<file path="src/rtl/i2s_tx_pkg.sv">
// Shared audio constants and types for the mixer and I2S output path.
// Holds base rate, frame geometry, stereo pair type, tick-rate helper.
package i2s_tx_pkg;

   localparam int unsigned AUDIO_RATE_HZ = 48000;
   localparam int unsigned SLOTS         = 64;
   localparam int unsigned WORD_W        = 16;
   localparam int unsigned SLOT_W        = $clog2(SLOTS);
   localparam int unsigned POS_W         = SLOT_W - 1;
   localparam int unsigned IDX_W         = $clog2(WORD_W);

   typedef struct packed {
      logic [WORD_W-1:0] l;
      logic [WORD_W-1:0] r;
   } stereo_t;

   // BCLK toggle rate: two toggles per slot, doubled for 96 kHz.
   function automatic logic [31:0] bclk_rate(
      input int unsigned fs,
      input logic        dbl
   );
      logic [31:0] base;
      base      = 32'(2 * SLOTS * fs);
      bclk_rate = dbl ? (base << 1) : base;
   endfunction

endpackage

</file>
<file path="src/rtl/audio_ce_gen.sv">
// Fractional clock-enable generator: ce pulses at rate/CLK_RATE per clk.
// Ports: clk, reset_n (async low), rate[31:0] in; ce out (combinational).
module audio_ce_gen #(
   parameter int unsigned CLK_RATE = 24576000
) (
   input  logic        clk,
   input  logic        reset_n,
   input  logic [31:0] rate,
   output logic        ce
);

   logic [31:0] r_acc;
   logic [32:0] w_sum;
   logic        w_wrap;

   // 33-bit sum so a large rate can never wrap the compare.
   assign w_sum  = {1'b0, r_acc} + {1'b0, rate};
   assign w_wrap = (w_sum >= 33'(CLK_RATE));
   assign ce     = w_wrap;

   always_ff @(posedge clk or negedge reset_n) begin
      if (!reset_n) begin
         r_acc <= '0;
      end else if (w_wrap) begin
         r_acc <= 32'(w_sum - 33'(CLK_RATE));
      end else begin
         r_acc <= w_sum[31:0];
      end
   end

endmodule

</file>
<file path="src/rtl/i2s_tx.sv">
// I2S serialiser: 64-slot frame, 16-bit MSB-first words, 1-BCLK delay.
// In: clk, reset_n, sample_rate, sample_ce, left, right.
// Out: i2s_bclk, i2s_lrclk, i2s_data, underrun (1-clk pulse).
module i2s_tx
   import i2s_tx_pkg::*;
#(
   parameter int unsigned CLK_RATE   = 24576000,
   parameter int unsigned AUDIO_RATE = AUDIO_RATE_HZ
) (
   input  logic              clk,
   input  logic              reset_n,
   input  logic              sample_rate,
   input  logic              sample_ce,
   input  logic [WORD_W-1:0] left,
   input  logic [WORD_W-1:0] right,
   output logic              i2s_bclk,
   output logic              i2s_lrclk,
   output logic              i2s_data,
   output logic              underrun
);

   logic [31:0]       w_rate;
   logic              w_tick;
   logic              w_fall;
   logic              w_load;
   logic [SLOT_W-1:0] w_slot_nx;
   logic [POS_W-1:0]  w_pos;
   logic [IDX_W-1:0]  w_idx;
   logic [WORD_W-1:0] w_word;
   logic              w_bit;

   logic              r_bclk;
   logic [SLOT_W-1:0] r_slot;
   logic              r_lrclk;
   logic              r_data;
   stereo_t           r_hold;
   stereo_t           r_shift;
   logic              r_fresh;
   logic              r_underrun;

   assign w_rate = bclk_rate(AUDIO_RATE, sample_rate);

   audio_ce_gen #(
      .CLK_RATE (CLK_RATE)
   ) u_ce (
      .clk     (clk),
      .reset_n (reset_n),
      .rate    (w_rate),
      .ce      (w_tick)
   );

   // Slot and data for the slot being entered on this falling edge.
   always_comb begin
      w_fall    = w_tick & r_bclk;
      w_slot_nx = r_slot + SLOT_W'(1);
      w_load    = w_fall & (w_slot_nx == '0);
      w_pos     = w_slot_nx[POS_W-1:0];
      w_idx     = IDX_W'(POS_W'(WORD_W) - w_pos);
      w_word    = w_slot_nx[SLOT_W-1] ? r_shift.r : r_shift.l;
      w_bit     = 1'b0;
      if ((w_pos != '0) && (w_pos <= POS_W'(WORD_W))) begin
         w_bit = w_word[w_idx];
      end
   end

   always_ff @(posedge clk or negedge reset_n) begin
      if (!reset_n) begin
         r_bclk  <= 1'b0;
         r_slot  <= '0;
         r_lrclk <= 1'b0;
         r_data  <= 1'b0;
      end else if (w_tick) begin
         r_bclk <= ~r_bclk;
         if (r_bclk) begin
            r_slot  <= w_slot_nx;
            r_lrclk <= w_slot_nx[SLOT_W-1];
            r_data  <= w_bit;
         end
      end
   end

   // Load reads the old holding pair; a coincident strobe keeps fresh.
   always_ff @(posedge clk or negedge reset_n) begin
      if (!reset_n) begin
         r_hold     <= '0;
         r_shift    <= '0;
         r_fresh    <= 1'b0;
         r_underrun <= 1'b0;
      end else begin
         r_underrun <= w_load & ~r_fresh;
         if (w_load) begin
            r_shift <= r_hold;
         end
         if (sample_ce) begin
            r_hold  <= '{l: left, r: right};
            r_fresh <= 1'b1;
         end else if (w_load) begin
            r_fresh <= 1'b0;
         end
      end
   end

   assign i2s_bclk  = r_bclk;
   assign i2s_lrclk = r_lrclk;
   assign i2s_data  = r_data;
   assign underrun  = r_underrun;

endmodule

</file>
<file path="config.mk">
export PLATFORM = sky130hd
export DESIGN_NAME = i2s_tx
export DESIGN_NICKNAME = d
export VERILOG_FILES = /design/src/rtl/i2s_tx_pkg.sv /design/src/rtl/audio_ce_gen.sv /design/src/rtl/i2s_tx.sv
export SDC_FILE = /design/constraint.sdc
export NUM_CORES = 1
export LEC_CHECK = 0
export ABC_AREA = 1
export CORE_MARGIN = 2
export CORE_UTILIZATION = 40
export CTS_CLUSTER_SIZE = 16
export DETAILED_ROUTE_END_ITERATION = 16
export GPL_ROUTABILITY_DRIVEN = 1
export PLACE_DENSITY_LB_ADDON = 0.25
export RECOVER_POWER = 50
export SETUP_SLACK_MARGIN = 0.1
export SYNTH_ARGS = -nofsm -noshare
export SYNTH_HDL_FRONTEND = slang
export SYNTH_SLANG_ARGS = --single-unit
</file>
<file path="constraint.sdc">
create_clock -name clk -period 4.9 [get_ports clk]
set_clock_uncertainty 0.1 [all_clocks]
set_input_delay 0.98 -clock clk [delete_from_list [all_inputs] [get_ports clk]]
set_output_delay 0.98 -clock clk [all_outputs]
set_load 0.005 [all_outputs]
</file>
### After elaboration in Yosys (flattened, before gate mapping)

Index checks and enable logic that the tools add are counted.
Widths: inputs -> output; s select.

| operators by class | value |
|---|---|
| $lt $le $gt $ge | 3 |
| reductions and logical operators | 5 |
| mux-type cells | 8 |
| add/subtract/negate cells | 4 |
| bitwise operators | 5 |

Operators with widths:

| operator | number |
|---|---|
| $add 32x24->33 | 1 |
| $ge 33x25->1 const B | 1 |
| $mux 32 | 1 |
| $sub 32x25->32 const B | 1 |
| $mux 24 | 1 |
| $mux 16 | 1 |
| $add 6x1->6 const B | 1 |
| $logic_not 6->1 | 1 |
| $le 5x5->1 const B | 1 |
| $lt 4x5->1 const B | 1 |
| $reduce_bool 5->1 | 1 |
| $bmux 1 s4 | 1 |
| $mux 1 | 4 |
| $sub 1x4->4 const A | 1 |
| $and 1x1->1 | 3 |
| $not 1->1 | 2 |
| $reduce_and 2->1 | 1 |
| $reduce_bool 2->1 | 1 |
| $logic_and 1x1->1 | 1 |

| storage, ports and cells | value |
|---|---|
| output and inout bits | 4 |
| bits in registers | 107 |
| input port bits | 36 |
| logic and storage cells | 36 |

### Logic depth before layout (Yosys ltp)

Gate-level depths: netlist of run 1.

| depth | value |
|---|---|
| depth after elaboration | 7 |
| mapped depth | 21 |
| gate-level depth less buffers | 20 |

### Hierarchy

A second synthesis of run 1 with hierarchy kept.

| second synthesis, totals | value |
|---|---|
| cell total of the unflattened synthesis | 1063 |
| area total of the unflattened synthesis | 7337.0 um^2 |

Modules (own cells, without submodules):

| module | seq. area each (um^2) | area an instance (um^2) | times used | cells an instance |
|---|---|---|---|---|
| audio_ce_gen | 800.8 | 3986.3 | 1 | 680 |
| i2s_tx | 1851.8 | 3350.7 | 1 | 383 |

### Worst setup path before layout of run 1

OpenSTA, ideal clock, no wires.

| path | value |
|---|---|
| path kind | input to register |
| start point | in sample_rate |
| end point | reg u_ce.r_acc[24] |
| path buffers | 2 |
| data required time | 4.683 ns |
| arrival | 2.985 ns |
| setup time | 0.117 ns |
| slack | 1.698 ns |
| cell stages on the path | 19 |
| cell sequence | inv_1 > ha_1 > inv_1 > ha_1 > nor2_1 > nand2_1 > nand2_2 > xor2_2 > nor2_1 > nor2_2 > nor2_4 > nand2_1 > nand2_2 > nor2_4 > nand2_4 > buf_6 > buf_6 > nand3_1 > nand2_1 |

| between the ends | value |
|---|---|
| longest elaborated chain between the ends | 4 |
| elaborated cells between the ends (all ways) | 5 |
| those cells by class | add/sub (2); order compare (1); mux (2) |

Ends and longest elaborated chain:

| element | line | RTL |
|---|---|---|
| from (decl) | i2s_tx.sv:12 | `input logic sample_rate,` |
| $mux 24 (*) | i2s_tx_pkg.sv:24 | `bclk_rate = dbl ? (base << 1) : base;` |
| $add 32x24->33 (*) | audio_ce_gen.sv:17 | `assign w_sum = {1'b0, r_acc} + {1'b0, rate};` |
| $sub 32x25->32 / $ge 33x25->1 (equally long branches) | audio_ce_gen.sv:25, audio_ce_gen.sv:18 |  |
| $mux 32 (*) | audio_ce_gen.sv:24 | `end else if (w_wrap) begin` |
| to (signal assigned) | audio_ce_gen.sv:25 | `r_acc <= 32'(w_sum - 33'(CLK_RATE));` |
| to (signal assigned) | audio_ce_gen.sv:27 | `r_acc <= w_sum[31:0];` |
| to (decl) | audio_ce_gen.sv:12 | `logic [31:0] r_acc;` |

Mark *: on every way between the ends. The rest lies on a longest branch, timed or not.
A chain may end at the register's enable or synchronous reset.

### Worst setup path in the final report of run 1

| path | value |
|---|---|
| start point | in sample_rate |
| end point | reg u_ce.r_acc[18] |

Same word-level chain as after synthesis.

==> results of run 1 <==
## state kept, by name, summed over array words and instances, names as in the netlist
| register | flops |
|---|---|
| r_shift | 32 |
| r_hold | 32 |
| r_slot | 6 |
| i2s_data | 1 |
| u_ce.r_acc | 18 |
| r_fresh | 1 |
| underrun | 1 |
| i2s_bclk | 1 |
## routing by layer
layer / vias to the layer above / global-route usage / part of all wire
met2: 121 / 0.2920 / 0.44
met1: 2260 / 0.2819 / 0.50
met4: 0 / 0.04241 / 0.0093
met3: 12 / 0.03544 / 0.048
met5: - / 0 / 0
li1: 2389 / - / -
## worst min-delay path by stage
stage / startpoint / endpoint / slack [ns] / depth (start not counted)
floorplan: r_fresh$_DFFE_PN0P_ / underrun$_DFF_PN0_ / 0.30 / 1
global placement: r_fresh$_DFFE_PN0P_ / underrun$_DFF_PN0_ / 0.32 / 1
detailed placement: r_fresh$_DFFE_PN0P_ / underrun$_DFF_PN0_ / 0.32 / 1
CTS: r_fresh$_DFFE_PN0P_ / underrun$_DFF_PN0_ / 0.33 / 1
global route: r_fresh$_DFFE_PN0P_ / underrun$_DFF_PN0_ / 0.36 / 1
finish: r_fresh$_DFFE_PN0P_ / underrun$_DFF_PN0_ / 0.33 / 1
## placed cells by master (no fill, tap or decap)
master           netlist  final
a21oi_2                1      1
dfrtp_1               92     92
clkbuf_2               0      1
o21ai_1                5      5
xor2_1                13     13
nand3b_1               3      3
inv_2                  7      7
ha_1                   9      9
nor4_1                 1      1
nand2_4                1      1
nand2_2               13     13
xnor2_1                2      2
a21boi_0               1      1
clkbuf_16              0      9
and3_1                 1      1
dlygate4sd3_1          0      1
a21oi_1                8      8
xor2_2                 1      1
nor2_4                 4      4
clkbuf_1              16      2
clkinv_2               0      1
nand3_1               53     53
clkinv_1               1      1
nor3_1                 3      3
inv_1                 50     50
nand4_1               42     42
inv_6                  0      3
o21bai_1               4      4
nor2_2                 7      7
buf_4                  4      4
clkinvlp_4             0      2
nor2_1                40     40
clkdlybuf4s50_1        0     37
nand3_4                1      1
a21boi_1               1      1
nand3_2                1      1
o21ai_0                7      7
nand2_1              337    337
## cells in the mapped netlist, drive strengths merged
master,number
a21boi,2
a21oi,9
and3,1
buf,12
clkbuf,16
clkinv,1
dfrtp,92
ha,9
inv,57
nand2,351
nand3,55
nand3b,3
nand4,42
nor2,51
nor3,3
nor4,1
o21ai,12
o21bai,4
xnor2,2
xor2,14
## kinds of logic after synthesis
| group | synth area share |
|---|---|
| compound gates | 0.02915 |
| buf+inv | 0.06826 |
| flops | 0.4361 |
| xor+xnor | 0.02797 |
| fa+ha+maj | 0.02133 |
| simple gates | 0.4172 |
## area by class of cell
| class | instances | area (sq um) | area share |
|---|---|---|---|
| Tap cell | 172 | 215.2 | 0.03560 |
| Sequential cell | 92 | 2302 | 0.3808 |
| Inverter | 58 | 217.7 | 0.03601 |
| Clock buffer | 10 | 229.0 | 0.03787 |
| Timing Repair Buffer | 44 | 419.2 | 0.06933 |
| Multi-Input combinational cell | 559 | 2616 | 0.4327 |
| Clock inverter | 6 | 46.29 | 0.007657 |
## power by group through the flow
stage | combinational [uW] | clock (uW) | sequential [uW]
after global routing | 2280 | 697 | 1260
after global placement | 1940 | 0 | 1240
after floorplan | 1560 | 0 | 1140
final | 1990 | 651 | 1230
after CTS | 1980 | 670 | 1230
after detailed placement | 1970 | 0 | 1240
## per-stage QoR
step	hold WS [ns]	worst slack, ns	cell area (sq um)	util
after global routing	0.3586	0.2857	6046	0.4733
after detailed placement	0.3229	0.3740	5777	0.4522
after global placement	0.3163	0.4967	5777	0.4522
after CTS	0.3330	0.7342	6052	0.4738
final	0.3306	0.5853	6046	0.4733
after floorplan	0.3036	1.698	5279	-
## worst max-delay path, cell delays in order
cell and delay (ns):
dlygate4sd3_1 0.61, inv_1 0.15, ha_1 0.20, inv_1 0.08, ha_1 0.21, nor2_1 0.12
nand2_1 0.08, nand2_2 0.14, nand2_1 0.11, nand2_1 0.14, nand2_1 0.06, nand2_1 0.10
nand3_1 0.12, nor2_4 0.16, nand2_1 0.11, nand2_2 0.12, nor2_4 0.06, nand2_4 0.21
buf_4 0.43, nand2_1 0.12, nand2_1 0.08, nand2_1 0.05
==> reports/metrics.cfg, run 1 <==
[cells_and_area]
fillCellCount=1277
finalNonFillerCells=941
syn_to_final_growth_pct=14.53
nets=809
drive_above_1_share=0.07282
antenna_cells=0

[placement]
hpwlAfterDp_mm=9.613
post-place-cells=925
gp_congestion=0.9628
port_buffers=39

[timing]
max-slew-margin-rel=-0.6733
setup_viol=0
tightest_slew_ns=2.510
slew_viol_final=48
rsz0062_at_grt=false
finalCriticalPeriod_ns=4.315
period_share=0.8806
finalSetupTns_ns=0
fmax_ghz=0.2318
report.final.hold_viol_count=0

[pwr]
switching_share=0.4758
seqPwrFrac=0.318
peakVddDrop_uv=184.4
p_int_uw=2030
p_leak_uw=0.003155
clockPowerShare=0.168
p_switching_uw=1843
finalPower_uw=3873
p_comb_frac=0.514
power.density_nw_per_um2=640.7

[critical_path]
crit_arrival_ns=4.45
rrSetupSlack_ns=1.50
crit_path_end_kind=flip-flop
endpoint=u_ce.r_acc[18]$_DFF_PN0_
r2r_cells=9
crit_start=sample_rate
r2r_start=r_slot[0]$_DFFE_PN0P_
path_max_fanout=41
required_ns=5.03
r2r_end=r_fresh$_DFFE_PN0P_
worst_setup_path_start_kind=input port
path_class=input port to flip-flop

[die]
coreArea_sq_um=12770
die_w_microns=118.9
ios=40
die_h_microns=118.9
start_util=0.4133
core.rowCount=41
die_area_sq_um=14130

[global_route]
antenna_found_initial=0
grt_pass1_wl_mm=21.94
overflow=0
grt_pass1_vias=4509
grt_start_max_net_pins=48
gr-usage-all-layers=0.1910

[outcome]
violations=capacitance limit, slew limit
outcome=complete, but fails checks

[synthesis]
synth_area_sq_um=5279
yosys_warnings=0
synth_top_cell_area_share=0.4361
synthDistinctLibCells=33
netlist_instances=737
syn_area_per_cell_sq_um=7.163
ys_seq_area_frac=0.4361
syn_nets=782
synth_area_leaders=dfrtp_1 44%, nand2_1 24%, nand3_1 5.0%, nand4_1 5.0%, inv_1 3.6%
ys_ff_latch=92
yosys.area.top_type=dfrtp_1

[routing]
routed_wl_mm=12.98
drt-initial-drc-count=459
post_drt_wl_per_cell_microns=13.79
drt_first_pass_iters=5
drc=0
detail-route-antenna-nets=0
route.vias.total=4782
vias_per_cell=5.082

[clock_network]
path_clk_slew_ns=0.06
cts_setup_buffers=0
cts-resized-gates=0
htreeDepth=3
cts_tree=yes
clock_latency_ns=0.34
cts_max_path_buffers=2
clock-sinks=92
postCtsHoldBufs=0
cts_root_buffer=clkbuf_16
cts_buffers=9

[min_path]
hp-class=flip-flop to flip-flop

[flow_run]
maxCapViolations=1

Note: power is estimated with default switching activity, not from simulation.
==> run 2: changes to the inputs <==
- MAX_ROUTING_LAYER: not set -> met4
==> run 2 against run 1 <==
The run still ends with capacitance limit, slew limit left. Sequential power about the same. Critical path depth down 1. Final area up 1.4%. Clock power up 24%. Utilization up 0.68 points. Hold slack better by 0.013 ns. Clock-buffer cell count unchanged. First-iteration DRC count down 31%. Cell count unchanged. Routed wire length down 4.9%. Total power up 3.8%. Non-clock buffer count unchanged. Critical path type unchanged. Largest power group unchanged. Highest routed layer unchanged.
==> reports/metrics.cfg, run 2 (synthesis gave the netlist of run 1 again) <==
[outcome]
outcome=complete, but fails checks
violations=capacitance limit, slew limit

[timing]
setup_viol=0  ; unchanged
tightest_slew_ns=2.894  ; +0.3844 ns
report.final.hold_viol_count=0  ; unchanged
slew_viol_final=57  ; +19%
rsz0062_at_grt=false
max-slew-margin-rel=-0.9295  ; -0.2562
finalCriticalPeriod_ns=4.283  ; -0.03134 ns
fmax_ghz=0.2335  ; +0.73%
finalSetupTns_ns=0  ; unchanged
period_share=0.8742  ; -0.006396

[die]
die_w_microns=118.9  ; unchanged
die_h_microns=118.9  ; unchanged
coreArea_sq_um=12770  ; unchanged
ios=40  ; unchanged
die_area_sq_um=14130  ; unchanged
start_util=0.4133  ; unchanged
core.rowCount=41  ; unchanged

[critical_path]
crit_arrival_ns=4.42  ; -0.03 ns
path_max_fanout=34  ; -17%
path_class=input port to flip-flop
worst_setup_path_start_kind=input port
required_ns=5.03  ; about the same
crit_path_end_kind=flip-flop

[placement]
hpwlAfterDp_mm=9.277  ; -3.5%
placed_area_sq_um=5789  ; +0.22%
port_buffers=39  ; unchanged
gp_congestion=0.9022  ; -6.3%

[clock_network]
cts_setup_buffers=0  ; unchanged
htreeDepth=3  ; unchanged
clock_latency_ns=0.34  ; about the same
postCtsHoldBufs=0  ; unchanged
cts_root_buffer=clkbuf_16
cts-resized-gates=0  ; unchanged
clock-sinks=92  ; unchanged
cts_max_path_buffers=2  ; unchanged
path_clk_slew_ns=0.07  ; about the same
cts_buffers=9  ; unchanged
cts_tree=yes

[pwr]
p_int_uw=2190  ; +7.9%
switching_share=0.4550  ; -0.02079
p_leak_uw=0.003198  ; +1.4%
power.density_nw_per_um2=655.4  ; +2.3%
seqPwrFrac=0.302  ; -0.016
peakVddDrop_uv=225.9  ; +22%
finalPower_uw=4019  ; +3.8%
clockPowerShare=0.202  ; +0.034
p_switching_uw=1829  ; -0.77%
p_comb_frac=0.496  ; -0.018

[cells_and_area]
final_common_cell=nand2_1
top_regs=r_hold x32, r_shift x32, u_ce.r_acc x18
drive_above_1_share=0.07282  ; unchanged
nets=809  ; unchanged
antenna_cells=0  ; unchanged
design_area_sq_um=6132  ; +1.4%
mostFrequentLayoutCells=337 x nand2_1, 92 x dfrtp_1, 53 x nand3_1
syn_to_final_growth_pct=16.16

[global_route]
grt_start_max_net_pins=57  ; +19%
grt_pass1_wl_mm=21.07  ; -4.0%
overflow=0  ; unchanged
gr-usage-all-layers=0.1890  ; -0.001948
grt_pass1_vias=4332  ; -3.9%
antenna_found_initial=0  ; unchanged

[routing]
drc=0  ; unchanged
post_drt_wl_per_cell_microns=13.12  ; -4.9%
route.vias.total=4690  ; -1.9%
drt_first_pass_iters=5  ; unchanged
routed_wl_mm=12.35  ; -4.9%
drt-initial-drc-count=316  ; -31%
vias_per_cell=4.984  ; -1.9%
detail-route-antenna-nets=0  ; unchanged

[min_path]
hp-class=flip-flop to flip-flop

[flow_run]
maxCapViolations=1  ; unchanged

==> run 2: changes by cell type in the layout (fill, tap and decap cells not counted), sizes merged <==
cell / before / now
bufinv: 0 / 3
inv: 60 / 59
clkinv: 2 / 1
clkinvlp: 2 / 1
==> run 2: worst paths after layout <==
| check | cells past startpoint | to | slack (ns) | startpoint |
|---|---|---|---|---|
| setup / recovery | 21 | r_shift[23]$_DFFE_PN0P_ | 0.62 | sample_rate |
| hold / removal | 1 | underrun$_DFF_PN0_ | 0.34 | r_fresh$_DFFE_PN0P_ |
| setup reg to reg | 19 | r_shift[23]$_DFFE_PN0P_ | 1.69 | u_ce.r_acc[14]$_DFF_PN0_ |
| hold reg to reg | 1 | underrun$_DFF_PN0_ | 0.34 | r_fresh$_DFFE_PN0P_ |
| max in group asynchronous | 2 | r_hold[7]$_DFFE_PN0P_ | 1.12 | reset_n |
| min in group asynchronous | 1 | u_ce.r_acc[27]$_DFF_PN0_ | 1.46 | reset_n |
==> run 2: routing by layer <==
metal,GRT usage,routed length (microns),up-vias
met2,0.2683,5252,117
met4,0.06101,241,0
met3,0.04119,671,23
li1,-,-,2393
met5,-,0,-
met1,0.2691,6179,2157
==> run 2: per-stage QoR <==
step | utilization | worst slack [ns] | hold slack [ns] | cells
6_report | 0.4801 | 0.6166 | 0.3434 | 941
5_1_grt | 0.4801 | 0.2674 | 0.3554 | 941
4_1_cts | 0.4806 | 0.7413 | 0.3390 | 941
3_5_place_dp | 0.4532 | 0.3880 | 0.3274 | 925
3_3_place_gp | 0.4532 | 0.4639 | 0.3302 | 925
2_1_floorplan | - | 1.698 | 0.3036 | 737
==> run 2: layout make-up <==
type,count,area [sq um]
inverter,58,217.7
timing repair buffer,44,431.7
clock inverter,6,120.1
tap,172,215.2
clock buffer,10,229.0
multi-input combinational,559,2616
sequential,92,2302
fill,1274,6641
==> run 2: power by group through the flow <==
| stage | Sequential, uW | Combinational, uW | Clock (uW) |
|---|---|---|---|
| final | 1210 | 2000 | 810 |
| after global routing | 1250 | 2280 | 865 |
| after CTS | 1210 | 1980 | 830 |
| after detailed placement | 1230 | 1970 | 0 |
| after global placement | 1230 | 1950 | 0 |
| after floorplan | 1140 | 1560 | 0 |
==> run 2: worst max-delay path, stage by stage <==
cell           delay, ns
dlygate4sd3_1       0.60
inv_1               0.14
ha_1                0.20
inv_1               0.08
ha_1                0.21
nor2_1              0.14
nand2_1             0.08
nand2_2             0.12
nand2_1             0.10
nand2_1             0.14
nand2_1             0.06
nand2_1             0.10
nand3_1             0.12
nor2_4              0.16
nand2_1             0.11
nand2_2             0.13
nor2_4              0.06
nand2_4             0.25
nand3_4             0.37
nand2_1             0.18
nand2_1             0.06
